**config.mk**
```make
export PLATFORM = sky130hd
export DESIGN_NAME = decode_stage
export DESIGN_NICKNAME = d
export VERILOG_FILES = /design/src/rtl/y86_pkg.sv /design/src/rtl/decode_logic.sv /design/src/rtl/decode_stage.sv
export SDC_FILE = /design/constraint.sdc
export NUM_CORES = 2
export LEC_CHECK = 0
export ABC_CLOCK_PERIOD_IN_PS = 5600
export CAP_MARGIN = 20
export CORE_AREA = 2 2 706 708
export CTS_BUF_LIST = sky130_fd_sc_hd__clkbuf_8
export CTS_CLUSTER_DIAMETER = 40
export DETAILED_ROUTE_END_ITERATION = 10
export DIE_AREA = 0 0 708 710
export GPL_TIMING_DRIVEN = 0
export HOLD_SLACK_MARGIN = 0.1
export PLACE_DENSITY_LB_ADDON = 0.15
export SLEW_MARGIN = 20
export SYNTH_ARGS = -nofsm -noshare
export SYNTH_HDL_FRONTEND = slang
export SYNTH_SLANG_ARGS = --single-unit
```
**constraint.sdc**
```tcl
create_clock -name clk -period 5.6 [get_ports clk]
set_input_delay 0.56 -clock clk [delete_from_list [all_inputs] [get_ports clk]]
set_output_delay 0.56 -clock clk [all_outputs]
set_load 0.05 [all_outputs]
```
**src/rtl/y86_pkg.sv**
```systemverilog
// Shared Y86-64 encodings and the pipeline-register layouts used by the decode slice.
// Bubble constants live here so every stage injects the same canonical nop.
package y86_pkg;

  localparam int WORD = 64;

  localparam logic [3:0] I_HALT   = 4'h0;
  localparam logic [3:0] I_NOP    = 4'h1;
  localparam logic [3:0] I_RRMOVQ = 4'h2;
  localparam logic [3:0] I_IRMOVQ = 4'h3;
  localparam logic [3:0] I_RMMOVQ = 4'h4;
  localparam logic [3:0] I_MRMOVQ = 4'h5;
  localparam logic [3:0] I_OPQ    = 4'h6;
  localparam logic [3:0] I_JXX    = 4'h7;
  localparam logic [3:0] I_CALL   = 4'h8;
  localparam logic [3:0] I_RET    = 4'h9;
  localparam logic [3:0] I_PUSHQ  = 4'hA;
  localparam logic [3:0] I_POPQ   = 4'hB;

  localparam logic [3:0] RNONE = 4'hF;
  localparam logic [3:0] RSP   = 4'h4;

  typedef struct packed {
    logic [3:0]      icode;
    logic [3:0]      ifun;
    logic [3:0]      ra;
    logic [3:0]      rb;
    logic [WORD-1:0] valc;
    logic [WORD-1:0] valp;
  } d_reg_t;

  typedef struct packed {
    logic [3:0]      icode;
    logic [3:0]      ifun;
    logic [3:0]      src_a;
    logic [3:0]      src_b;
    logic [3:0]      dst_e;
    logic [3:0]      dst_m;
    logic [WORD-1:0] val_a;
    logic [WORD-1:0] val_b;
    logic [WORD-1:0] val_c;
  } e_reg_t;

  localparam d_reg_t D_BUBBLE = '{icode: I_NOP, ifun: 4'h0, ra: RNONE, rb: RNONE,
                                  valc: 64'd0, valp: 64'd0};

  localparam e_reg_t E_BUBBLE = '{icode: I_NOP, ifun: 4'h0, src_a: RNONE, src_b: RNONE,
                                  dst_e: RNONE, dst_m: RNONE,
                                  val_a: 64'd0, val_b: 64'd0, val_c: 64'd0};

endpackage

```
**src/rtl/decode_logic.sv**
```systemverilog
// Combinational decode: register-id selection and the valA/valB forwarding muxes.
// Forwarding priority is execute, memory load, memory ALU, write-back load, write-back ALU.
module decode_logic
  import y86_pkg::*;
#(
  parameter int RF_REGS = 15
) (
  input  logic [3:0]              icode,
  input  logic [3:0]              ra,
  input  logic [3:0]              rb,
  input  logic [WORD-1:0]         valp,
  input  logic [3:0]              e_dst_e,
  input  logic [WORD-1:0]         e_val_e,
  input  logic [3:0]              m_dst_e,
  input  logic [WORD-1:0]         m_val_e,
  input  logic [3:0]              m_dst_m,
  input  logic [WORD-1:0]         m_val_m,
  input  logic [3:0]              w_dst_m,
  input  logic [WORD-1:0]         w_val_m,
  input  logic [3:0]              w_dst_e,
  input  logic [WORD-1:0]         w_val_e,
  input  logic [WORD*RF_REGS-1:0] rf_flat,
  output logic [3:0]              src_a,
  output logic [3:0]              src_b,
  output logic [3:0]              dst_e,
  output logic [3:0]              dst_m,
  output logic [WORD-1:0]         val_a,
  output logic [WORD-1:0]         val_b
);

  // Index 0 is the highest-priority forwarding source.
  logic [3:0]      fwd_dst [5];
  logic [WORD-1:0] fwd_val [5];

  assign fwd_dst = '{e_dst_e, m_dst_m, m_dst_e, w_dst_m, w_dst_e};
  assign fwd_val = '{e_val_e, m_val_m, m_val_e, w_val_m, w_val_e};

  function automatic logic [WORD-1:0] rf_read(input logic [WORD*RF_REGS-1:0] rf,
                                              input logic [3:0] idx);
    logic [WORD-1:0] r;
    r = '0;
    for (int i = 0; i < RF_REGS; i++)
      if (idx == 4'(i)) r = rf[i*WORD +: WORD];
    return r;
  endfunction

  // NOTE: every output gets a default first, so no path through this block can infer a latch.
  always_comb begin
    src_a = RNONE;
    src_b = RNONE;
    dst_e = RNONE;
    dst_m = RNONE;
    if (icode inside {I_RRMOVQ, I_RMMOVQ, I_OPQ, I_PUSHQ}) src_a = ra;
    else if (icode inside {I_RET, I_POPQ})                 src_a = RSP;
    if (icode inside {I_RMMOVQ, I_MRMOVQ, I_OPQ})          src_b = rb;
    else if (icode inside {I_CALL, I_RET, I_PUSHQ, I_POPQ}) src_b = RSP;
    if (icode inside {I_RRMOVQ, I_IRMOVQ, I_OPQ})          dst_e = rb;
    else if (icode inside {I_CALL, I_RET, I_PUSHQ, I_POPQ}) dst_e = RSP;
    if (icode inside {I_MRMOVQ, I_POPQ})                   dst_m = ra;
  end

  // Walk sources lowest priority first so the highest-priority match is the last writer.
  // A source with dst RNONE can only match src RNONE, which is overridden to zero below.
  always_comb begin
    val_a = rf_read(rf_flat, src_a);
    val_b = rf_read(rf_flat, src_b);
    for (int i = 4; i >= 0; i--) begin
      if (src_a == fwd_dst[i]) val_a = fwd_val[i];
      if (src_b == fwd_dst[i]) val_b = fwd_val[i];
    end
    if (src_a == RNONE) val_a = '0;
    if (src_b == RNONE) val_b = '0;
    if (icode inside {I_JXX, I_CALL}) val_a = valp;
  end

endmodule

```
**src/rtl/decode_stage.sv**
```systemverilog
// Y86-64 decode slice: F->D pipeline register, combinational decode with forwarding,
// and D->E pipeline register. Holds no architectural state.
module decode_stage
  import y86_pkg::*;
#(
  parameter int RF_REGS = 15
) (
  input  logic                    clk,
  input  logic                    reset,
  input  logic [3:0]              f_icode,
  input  logic [3:0]              f_ifun,
  input  logic [3:0]              f_rA,
  input  logic [3:0]              f_rB,
  input  logic [WORD-1:0]         f_valC,
  input  logic [WORD-1:0]         f_valP,
  input  logic                    D_stall,
  input  logic                    D_bubble,
  input  logic                    E_bubble,
  input  logic [3:0]              e_dstE,
  input  logic [WORD-1:0]         e_valE,
  input  logic [3:0]              M_dstE,
  input  logic [WORD-1:0]         M_valE,
  input  logic [3:0]              M_dstM,
  input  logic [WORD-1:0]         m_valM,
  input  logic [3:0]              W_dstM,
  input  logic [WORD-1:0]         W_valM,
  input  logic [3:0]              W_dstE,
  input  logic [WORD-1:0]         W_valE,
  input  logic [WORD*RF_REGS-1:0] rf_flat,
  output logic [3:0]              D_icode,
  output logic [3:0]              D_ifun,
  output logic [3:0]              D_rA,
  output logic [3:0]              D_rB,
  output logic [WORD-1:0]         D_valC,
  output logic [WORD-1:0]         D_valP,
  output logic [3:0]              d_srcA,
  output logic [3:0]              d_srcB,
  output logic [3:0]              d_dstE,
  output logic [3:0]              d_dstM,
  output logic [3:0]              E_icode,
  output logic [3:0]              E_ifun,
  output logic [3:0]              E_srcA,
  output logic [3:0]              E_srcB,
  output logic [3:0]              E_dstE,
  output logic [3:0]              E_dstM,
  output logic [WORD-1:0]         E_valA,
  output logic [WORD-1:0]         E_valB,
  output logic [WORD-1:0]         E_valC
);

  d_reg_t          d_reg_q, d_reg_d;
  e_reg_t          e_reg_q, e_reg_d;
  logic [WORD-1:0] d_val_a, d_val_b;

  decode_logic #(.RF_REGS(RF_REGS)) u_decode_logic (
    .icode   (d_reg_q.icode),
    .ra      (d_reg_q.ra),
    .rb      (d_reg_q.rb),
    .valp    (d_reg_q.valp),
    .e_dst_e (e_dstE),
    .e_val_e (e_valE),
    .m_dst_e (M_dstE),
    .m_val_e (M_valE),
    .m_dst_m (M_dstM),
    .m_val_m (m_valM),
    .w_dst_m (W_dstM),
    .w_val_m (W_valM),
    .w_dst_e (W_dstE),
    .w_val_e (W_valE),
    .rf_flat (rf_flat),
    .src_a   (d_srcA),
    .src_b   (d_srcB),
    .dst_e   (d_dstE),
    .dst_m   (d_dstM),
    .val_a   (d_val_a),
    .val_b   (d_val_b)
  );

  // Bubble beats stall for D; E has no stall and simply loads a bubble or the decode result.
  always_comb begin
    d_reg_d = d_reg_q;
    if (D_bubble)
      d_reg_d = D_BUBBLE;
    else if (!D_stall)
      d_reg_d = '{icode: f_icode, ifun: f_ifun, ra: f_rA, rb: f_rB,
                  valc: f_valC, valp: f_valP};

    e_reg_d = '{icode: d_reg_q.icode, ifun: d_reg_q.ifun,
                src_a: d_srcA, src_b: d_srcB, dst_e: d_dstE, dst_m: d_dstM,
                val_a: d_val_a, val_b: d_val_b, val_c: d_reg_q.valc};
    if (E_bubble) e_reg_d = E_BUBBLE;
  end

  // NOTE: state registers use non-blocking assignments so both stages update from pre-edge values.
  always_ff @(posedge clk) begin
    if (reset) begin
      d_reg_q <= D_BUBBLE;
      e_reg_q <= E_BUBBLE;
    end else begin
      d_reg_q <= d_reg_d;
      e_reg_q <= e_reg_d;
    end
  end

  assign D_icode = d_reg_q.icode;
  assign D_ifun  = d_reg_q.ifun;
  assign D_rA    = d_reg_q.ra;
  assign D_rB    = d_reg_q.rb;
  assign D_valC  = d_reg_q.valc;
  assign D_valP  = d_reg_q.valp;

  assign E_icode = e_reg_q.icode;
  assign E_ifun  = e_reg_q.ifun;
  assign E_srcA  = e_reg_q.src_a;
  assign E_srcB  = e_reg_q.src_b;
  assign E_dstE  = e_reg_q.dst_e;
  assign E_dstM  = e_reg_q.dst_m;
  assign E_valA  = e_reg_q.val_a;
  assign E_valB  = e_reg_q.val_b;
  assign E_valC  = e_reg_q.val_c;

endmodule

```
==> impl_metrics.toml <==
[logic_synthesis]
synth-edff-count = 0
ys_async_sr_fraction_pct = 0
postSynthCellCount = 4312
synth.area.top_cells = "dfxtp_1 22%, a22oi_1 6.5%, a21oi_1 5.4%"
ys_types = 94
ys_seq_area_share_pct = 22.5
synth.top_cell.area_share_pct = 22.5
synth_area_leader_cell = "dfxtp_1"
synth.ff_latch_count = 360
synth_ff_type = "dfxtp_1"
syn_avg_cell_area_um2 = 7.43
netlist_area_um2 = 32000
syn-num-nets = 5761
yosysWarnings = 0

[detailed_routing]
viasPerCell = 4.39
wl_per_cell_um = 60.3
firstDrtPassIters = 9
drc = 0
antenna_left = 0
num_vias = 58557
wl_um = 804000
drt_iter0_markers = 8278

[setup_path]
max_stage_delay_ns = 1.05
worst-path-max-fanout = 10
critPathTopFamily = "compound AO/OA/AOI/OAI gates"
critPathCaptureType = "flop"
critPathSlowestCell = "a221oi_1"
cp.buffers_inverters = 4
worst_ep_required_time_ns = 6.35
crit_chain = "buf_2 > nand2b_4 > buf_6 > buf_2 > nor2_2 > nand2_1 > clkbuf_1 > o22ai_1 > nor2_1 > a221oi_1 > o31ai_1 > a311oi_1 > nor3_1"
cp_data_arrival_time_ns = 6.67
cp-start-kind = "flop"
crit_type = "flop to flop"
cpMostUsedCell = "buf_2"

[power_and_ir_drop]
ir_drop_mv = 0.175
p_leak_nw = 21.0
powerDensity_nw_per_um2 = 174

[timing]
fin_crit_ns = 5.92
tightest_slew_ns = 1.35
setup_slack_ns = -0.319
setup_tns_ns = -4.21
setup_viol = 35
slew_headroom_pct = 9.71
skew_ns = 0.104
fmax_mhz = 169
slew_violations = 0
final-hold-violation-count = 0
whs_ns = 0.240
finalCritPeriodShare_pct = 106

[floorplanning]
coreArea_um2 = 495000
io_pins = 1825
initial_core_util_pct = 6.47
dieArea_um2 = 503000
die_w_um = 708
rows = 259
die_h_um = 710

[global_route]
grt_overflow_total = 0
met1_usage_pct = 33.0
grt_use_met3_pct = 11.3
grt_pass1_vias = 53060
grt_max_degree = 20
use_met2_pct = 49.9
grtUsageTotal_pct = 30.5
grt_pass1_wl_um = 923000
antenna_found_initial = 773
busiest_layer = "met2"

[final_layout]
finalNonFillerCells = 13337
syn_to_final_growth_pct = 104
utilization_pct = 13.2
fillCellCount = 56901
drive_gt1_share_pct = 14.3
postLayoutCellArea_um2 = 65500
nets = 7839

[clock_tree]
clock_sinks = 360
htree_levels = 3
clk_path_buf_depth = 3
cts_buffers = 105
clk_pin_slew_worst_paths_ns = 0.06
clk_latency_ns = 0.92
cts_tree = "yes"
cts_root_buffer = "clkbuf_8"

[status]
run_status = "finished with violations"
violations = "setup timing"

[worst_hold_path]
min_path_type = "input port to flop"

[placement]
placed_area_um2 = 61500
portBuffers = 1823
dpl.cell_count = 12792
gp_congestion = 0.982
hpwl_um = 717000

[run]
max-cap-violations = 0
sequential cells by signal, indices dropped and copies added, names as in the netlist:
signal   cells
D_valP      64
D_rA         4
D_icode      4
E_ifun       4
E_valB      64
D_rB         4
E_valC      64
E_srcB       4
E_icode      4
E_dstM       4
E_srcA       4
D_ifun       4
E_valA      64
D_valC      64
E_dstE       4
routing by layer:
metal | wire length, um | vias up | share of wire (%)
li1 | - | 21787 | -
met1 | 296000 | 29588 | 37
met2 | 369000 | 5118 | 46
met3 | 74400 | 1756 | 9.3
met4 | 62700 | 308 | 7.8
met5 | 2020 | - | 0.25
cell type report:
type | instances | area, um^2 | area share (%)
buffer | 460 | 2320 | 3.53
sequential | 360 | 7210 | 11.0
tap | 6525 | 8160 | 12.5
inverter | 25 | 98.8 | 0.151
multi-input combinational | 3464 | 23400 | 35.7
clock inverter | 67 | 910 | 1.39
timing repair buffer | 1974 | 20900 | 31.8
antenna | 335 | 838 | 1.28
clock buffer | 127 | 1750 | 2.67
metrics by stage:
stage          setup slack, ns  total power [W]
2_1_floorplan             1.82          0.00358
3_3_place_gp             -3.48          0.00645
3_5_place_dp             -1.92          0.00651
4_1_cts                -0.0105           0.0115
5_1_grt               -0.00578           0.0116
6_report                -0.319           0.0114
path summary, 6_finish.rpt:
path	from	to	slack, ns	cells after the start
worst min-delay path	f_rB[2]	D_rB[2]	0.24	3
worst max-delay path	D_icode[3]	E_valB[28]	-0.32	13
worst min register to register	D_valC[24]	E_valC[24]	0.48	1
worst max register to register	D_icode[3]	E_valB[28]	-0.32	13
placed cells by master (no fill, tap or decap), types with 20 or more instances in the layout:
| cell type | count |
|---|---|
| nor3_1 | 42 |
| a22oi_1 | 275 |
| and3_1 | 40 |
| buf_2 | 168 |
| a31oi_1 | 59 |
| buf_4 | 61 |
| buf_12 | 41 |
| nand4_1 | 27 |
| nor2_1 | 379 |
| a221oi_1 | 101 |
| nand2_1 | 339 |
| o221ai_1 | 120 |
| a21oi_1 | 342 |
| a221o_1 | 29 |
| a222oi_1 | 72 |
| clkbuf_1 | 90 |
| clkdlybuf4s50_1 | 1821 |
| or3_1 | 50 |
| dfxtp_1 | 356 |
| a22o_1 | 74 |
| o211ai_1 | 67 |
| a211o_1 | 36 |
| clkbuf_8 | 127 |
| mux2i_1 | 165 |
| o22ai_1 | 175 |
| o21ai_1 | 67 |
| o21ai_0 | 324 |
| and2_1 | 82 |
| mux4_2 | 45 |
| a211oi_1 | 45 |
| clkbuf_2 | 149 |
| o31ai_1 | 22 |
| o211ai_2 | 29 |
| buf_6 | 21 |
| bufinv_16 | 20 |
| buf_16 | 41 |
| nand3_1 | 79 |
| inv_1 | 36 |
| diode_2 | 335 |
worst min-delay path, cell delays in order:
cell and delay, ns:
clkdlybuf4s50_1 0.45, mux2i_1 0.06, nand2_1 0.06
cell families (layout without fill, tap and decap cells):
family / after synthesis / in the layout / share of synthesized area (%)
AO/OA/AOI/OAI: 2033 / 2033 / 44.4
other: 0 / 335 / 0
buffers and inverters: 488 / 2653 / 6.59
XOR/XNOR: 16 / 16 / 0.437
AND/OR/NAND/NOR: 1202 / 1202 / 17.7
multiplexers: 213 / 213 / 8.42
flip-flops: 360 / 360 / 22.5
where the power goes:
part | total, W | internal [W] | switching [W]
Combinational | 0.00387 | 0.00141 | 0.00246
Clock | 0.00486 | 0.00301 | 0.00185
Sequential | 0.00269 | 0.00261 | 0.0000728
Total | 0.0114 | 0.00703 | 0.00438
what timing repair did:
item                                   CTS  global route
pin swaps                               10             0
hold buffers                             0             0
setup endpoints to repair              127             8
endpoints found under the hold margin    0             0
cloned                                   0             0
gates resized for setup                112             6
buffers inserted                        19             0
Yosys cell counts, drive strengths merged, types with 8 or more instances:
library cell,number
nor2,414
o21ai,398
dfxtp,360
nand2,353
a21oi,352
a22oi,278
clkbuf,248
buf,215
o22ai,176
mux2i,165
o221ai,123
a221oi,105
o211ai,96
and2,84
nand3,81
a22o,74
a222oi,72
a31oi,65
nor3,60
or3,50
a211oi,47
mux4,45
and3,40
a211o,36
o31ai,31
a221o,29
nand4,29
inv,24
a2111oi,23
nor4,22
o2111ai,21
a32oi,18
nor2b,18
o31a,17
nand2b,16
or4,13
a41oi,11
xnor2,11
or2,10
a2bb2oi,8
o22a,8
No activity file was read; power rests on OpenSTA's default activity.
